==> src/rtl/ctrlset_ff_pipe.sv <==
// Multi-channel register pipeline with per-channel clock-enable and set/reset.
// Exports the resolved CE/SR so packing logic sees the same control set the flops use.
module ctrlset_ff_pipe #(
  parameter int unsigned                      CHANNELS       = 4,
  parameter int unsigned                      WIDTH          = 8,
  parameter int unsigned                      DEPTH          = 2,
  parameter logic [CHANNELS-1:0]              CE_USED        = '1,
  parameter logic [CHANNELS-1:0]              SR_USED        = '1,
  parameter logic [CHANNELS-1:0]              SR_INV         = '0,
  parameter logic [CHANNELS-1:0]              SR_GATED_BY_CE = '0,
  parameter logic [CHANNELS*WIDTH-1:0]        INIT           = '0,
  parameter logic [CHANNELS*WIDTH-1:0]        SRVAL          = '0
) (
  input  logic                      clk,
  input  logic                      rst,
  input  logic [CHANNELS-1:0]       ce,
  input  logic [CHANNELS-1:0]       sr,
  input  logic [CHANNELS*WIDTH-1:0] d,
  output logic [CHANNELS*WIDTH-1:0] q,
  output logic [CHANNELS-1:0]       ce_eff,
  output logic [CHANNELS-1:0]       sr_eff
);

  // Tied-off CE reads as always-enabled; tied-off SR reads as never-asserted.
  assign ce_eff = ce | ~CE_USED;
  assign sr_eff = (sr ^ SR_INV) & SR_USED;

  for (genvar c = 0; c < CHANNELS; c++) begin : g_ch
    localparam logic [WIDTH-1:0] INIT_C  = INIT[c*WIDTH +: WIDTH];
    localparam logic [WIDTH-1:0] SRVAL_C = SRVAL[c*WIDTH +: WIDTH];

    logic [WIDTH-1:0] r_stage [DEPTH];
    logic             w_sr_take;

    // In gated mode an SR seen while CE is low is simply dropped.
    assign w_sr_take = sr_eff[c] & (~SR_GATED_BY_CE[c] | ce_eff[c]);

    always_ff @(posedge clk) begin
      if (rst) begin
        for (int k = 0; k < DEPTH; k++) r_stage[k] <= INIT_C;
      end else if (w_sr_take) begin
        for (int k = 0; k < DEPTH; k++) r_stage[k] <= SRVAL_C;
      end else if (ce_eff[c]) begin
        r_stage[0] <= d[c*WIDTH +: WIDTH];
        for (int k = 1; k < DEPTH; k++) r_stage[k] <= r_stage[k-1];
      end
    end

    assign q[c*WIDTH +: WIDTH] = r_stage[DEPTH-1];
  end

endmodule
==> config.mk <==
export PLATFORM = sky130hd
export DESIGN_NAME = ctrlset_ff_pipe
export DESIGN_NICKNAME = d
export VERILOG_FILES = /design/src/rtl/ctrlset_ff_pipe.sv
export SDC_FILE = /design/constraint.sdc
export NUM_CORES = 1
export LEC_CHECK = 0
export BUFFER_PORTS_ARGS = -buffer_cell sky130_fd_sc_hd__clkbuf_2
export CAP_MARGIN = 20
export CORE_MARGIN = 2
export CORE_UTILIZATION = 40
export DETAILED_ROUTE_END_ITERATION = 16
export PLACE_DENSITY = 0.66
export SETUP_SLACK_MARGIN = 0.3
export SYNTH_ARGS = -nofsm -noshare
export SYNTH_HDL_FRONTEND = slang
export SYNTH_SLANG_ARGS = --single-unit
==> constraint.sdc <==
create_clock -name clk -period 1 [get_ports clk]
set_input_delay 0.05 -clock clk [delete_from_list [all_inputs] [get_ports clk]]
set_output_delay 0.05 -clock clk [all_outputs]
set_load 0.005 [all_outputs]
After elaboration in Yosys (flattened, before gate mapping) --
Memories as Yosys holds them, arrays and structs flattened. Cells that the tools add are included.
Storage, ports and cells: register bits after elaboration 0, latch bits 0, memory bits (writable) 64, ROM bits 0, input port bits 42, word-level logic and storage cells 66, memories kept 4
Operators by class: add/subtract/negate cells 0, $mul 0, divide/modulo/power cells 0, magnitude comparators 0, eq/ne operators 0, shifts and indexed selects 0, multiplexer cells 46, bitwise operators 16, reductions and logical operators 0
Memories:
- g_ch[0].r_stage | depth 2, bits a word 8, read ports 2, clocked after memory_dff 0, write ports 2, RTL line 32 | logic [WIDTH-1:0] r_stage [DEPTH];
- g_ch[1].r_stage | depth 2, bits a word 8, read ports 2, clocked after memory_dff 0, write ports 2, RTL line 32
- g_ch[2].r_stage | depth 2, bits a word 8, read ports 2, clocked after memory_dff 0, write ports 2, RTL line 32
- g_ch[3].r_stage | depth 2, bits a word 8, read ports 2, clocked after memory_dff 0, write ports 2, RTL line 32
Operators with widths (count):
- $mux W8 | 16
- $mux W1 | 30
- $or A1 B1 Y1 | 16

Depth between registers and ports, before layout --
word-level depth 5, mapped depth 3, gate-level depth less buffers 1

Worst setup path after synthesis --
Ideal clock, no wire load.
kind in2reg, start point input rst, end point memory g_ch[0].r_stage[0][0], enable pin, library setup time 0.333 ns, arrival time 0.750 ns, required time 0.667 ns, path slack -0.083 ns, stages 2, buffers on the path 1, cell sequence buf_6 -> or3_1
RTL lines:
- start, declared | RTL line 15 | input logic rst,
- end, declared | RTL line 32

==> impl_metrics.yaml <==
cells_and_area:
  diodes: 0
  layout-drive-gt1-share_pct: 69.4
  largest_register: "g_ch.r_stage"
  layout.nets: 280
  number_of_flip_flops_under_the_largest_register_name: 64
  final_util_pct: 46.5
  largest_registers: "g_ch.r_stage: 64 flops"
  synthesis_to_layout_area_growth_pct: 14.0
placement:
  pre_cts_ws_ns: -0.0383
  port_buffers: 81
  routabilityCongestion: 0.664
  place_hpwl_mm: 3.24
sta:
  postLayoutSetupSlackWorst_ns: 0.103
  final.min_clock_period_ns: 0.897
  worst_slew_margin_rel_pct: 83.1
  timing.final.max_slew_violations: 0
  final.setup_skew_ns: 0.00392
  grt_setup_unrepaired: "true"
  max_slew.worst_pin.slew_ns: 0.250
  hold_slack_ns: 0.0800
  final_hold_violations: 0
  fmax_ghz: 1.11
  post-route-period-util_pct: 89.7
  setup_violating_endpoint_count_in_the_final_report: 0
setup_path:
  worst_setup_path_start_kind: "flip-flop"
  slack_of_the_worst_reg_to_reg_path_ns: 0.16
  crit_slowest_cell: "sky130_fd_sc_hd__edfxtp_1"
  reg2reg_from: "g_ch[2].r_stage[0][7]$_SDFFCE_PN0P_"
  timing.critical_path.cells: "clkbuf_2"
  timing.critical_path.slowest_cell_delay_ns: 0.39
  worst-path-max-fanout: 1
  critPathKind: "flip-flop to output port"
  critical_path_required_ns: 0.95
  worst_ep_arrival_time_ns: 0.85
  setup.worst_path.start: "g_ch[1].r_stage[0][15]$_SDFFCE_PN0P_"
  crit_family: "flip-flops"
  cp_num_buf_inv: 1
  worst_setup_path_end_kind: "output port"
grt:
  grt_remaining_overflow: 0
  grt_max_degree: 19
  met2_track_demand_over_resource_in_global_routing_pct: 17.5
  grt_antenna_before_repair: 0
  grt_first_pass_wirelength_mm: 8.20
  grt_pass1_vias: 1635
  grtUsageMet1_pct: 18.1
  grt_util_all_layers_pct: 12.7
  use_met3_pct: 3.25
  busiest_layer: "met1"
power:
  leakagePower_uw: 0.00149
  power_density_nw_per_um2: 1500
  worst_ir_drop_vdd_uv: 592
routing:
  drc_errors: 0
  vias_per_cell: 4.92
  detailroute.via_count: 1692
  final_antenna_net_count: 0
  drt_pre_antenna_iters: 4
  post_drt_wl_per_cell_um: 14.8
  detailedRoute.firstIterationViolations: 55
  drt-total-wl_mm: 5.10
logic_synthesis:
  syn_nets: 229
  syn_inst: 187
  synth.yosys.seq_area_share_pct: 61.6
  yosys_register_bits: 64
  syn_area_um2: 3120
  syn-mean-instance-area_um2: 16.7
  ys.warnings.count: 0
  synth.lib_cells_used.distinct: 9
clock_tree:
  cts_root_buf: "sky130_fd_sc_hd__clkbuf_8"
  ctsHoldBuffers: 0
  cts_buffers: 9
  clock_tree.htree_level_count: 3
  clock-sinks: 64
  cts_tree: "built"
  cts.path.max_buffers: 2
  clk_pin_slew_worst_paths_ns: 0.06
  insertion_delay_ns: 0.33
hold_path:
  hold_start: "d[8]"
  hp-class: "primary input to flip-flop"
die:
  floorplan.initialDensity_pct: 40.8
  floorplan.core_area_um2: 7650
  die_footprint_um2: 8530
  std_cell_rows: 32
  die_span_x_um: 92.3
  die_height_um: 92.3
  io-pin-count: 82
outcome:
  outcome: "complete, no violations"
job:
  max_cap_viol_count: 0
-- synth_stat cells --
master / count / area share (%)
sky130_fd_sc_hd__edfxtp_1: 64 / 62
sky130_fd_sc_hd__and4bb_2: 59 / 24
sky130_fd_sc_hd__buf_4: 40 / 9.6
sky130_fd_sc_hd__clkbuf_1: 11 / 1.3
sky130_fd_sc_hd__nor4bb_1: 4 / 1.3
sky130_fd_sc_hd__or3_1: 4 / 0.80
sky130_fd_sc_hd__buf_6: 3 / 1.1
sky130_fd_sc_hd__buf_2: 1 / 0.16
sky130_fd_sc_hd__nor4bb_2: 1 / 0.52
-- cell type report --
type | count | area (um^2)
fill | 680 | 4090
sequential | 64 | 1920
multi-input combinational | 68 | 840
timing repair buffer | 95 | 523
clock buffer | 13 | 139
tap | 102 | 128
clock inverter | 2 | 7.51
-- where the power goes --
part           switching (uW)  leakage, uW  internal, uW
logic                     211     0.000675           251
clock network             870    0.0000726           873
registers                34.2     0.000740          3090
-- per-layer routing --
| layer | vias up | share of wire, % |
|---|---|---|
| met1 | 811 | 47 |
| li1 | 813 | - |
| met5 | - | 0 |
| met2 | 59 | 45 |
| met4 | 0 | 2.0 |
| met3 | 9 | 5.1 |
-- cell usage in the layout (no fill, tap or decap) --
master,Yosys,final
sky130_fd_sc_hd__clkbuf_2,0,81
sky130_fd_sc_hd__edfxtp_1,64,64
sky130_fd_sc_hd__and4bb_2,59,59
sky130_fd_sc_hd__buf_4,40,13
sky130_fd_sc_hd__clkbuf_8,0,9
sky130_fd_sc_hd__or3_4,0,4
sky130_fd_sc_hd__nor4bb_1,4,4
sky130_fd_sc_hd__clkbuf_1,11,4
sky130_fd_sc_hd__clkinv_1,0,2
sky130_fd_sc_hd__nor4bb_2,1,1
sky130_fd_sc_hd__buf_12,0,1
-- path summary, 6_finish.rpt --
| kind | to | cells past startpoint |
|---|---|---|
| worst max register to register | g_ch[2].r_stage[0][15]$_SDFFCE_PN0P_ | 1 |
| worst max-delay path | q[15] | 1 |
| worst min-delay path | g_ch[1].r_stage[0][0]$_SDFFCE_PN0P_ | 2 |
| worst min register to register | g_ch[2].r_stage[0][13]$_SDFFCE_PN0P_ | 1 |
-- kinds of logic (layout without fill, tap and decap cells) --
logic type	Yosys count	count (layout)	synth area share, %
AND/OR/NAND/NOR	68	68	26.3
flip-flops	64	64	61.6
buffers and inverters	55	110	12.2
-- per-stage QoR --
step / total power [uW] / std cells / setup TNS [ns] / instance area (um^2)
detailed placement: 3650 / 329 / -2.43 / 3410
global placement: 3640 / 329 / -1.89 / 3410
floorplan: 3490 / 187 / 0 / 3150
global route: 5570 / 344 / 0 / 3560
CTS: 5400 / 344 / 0 / 3560
finish: 5330 / 344 / 0 / 3560
-- repair_timing --
action,in CTS,in global routing
buffers inserted,0,0
gates resized for setup,0,0
setup endpoints to repair,64,64
pin swaps,9,0
hold endpoints to repair,0,0
Power figures use the tool's default switching activity.
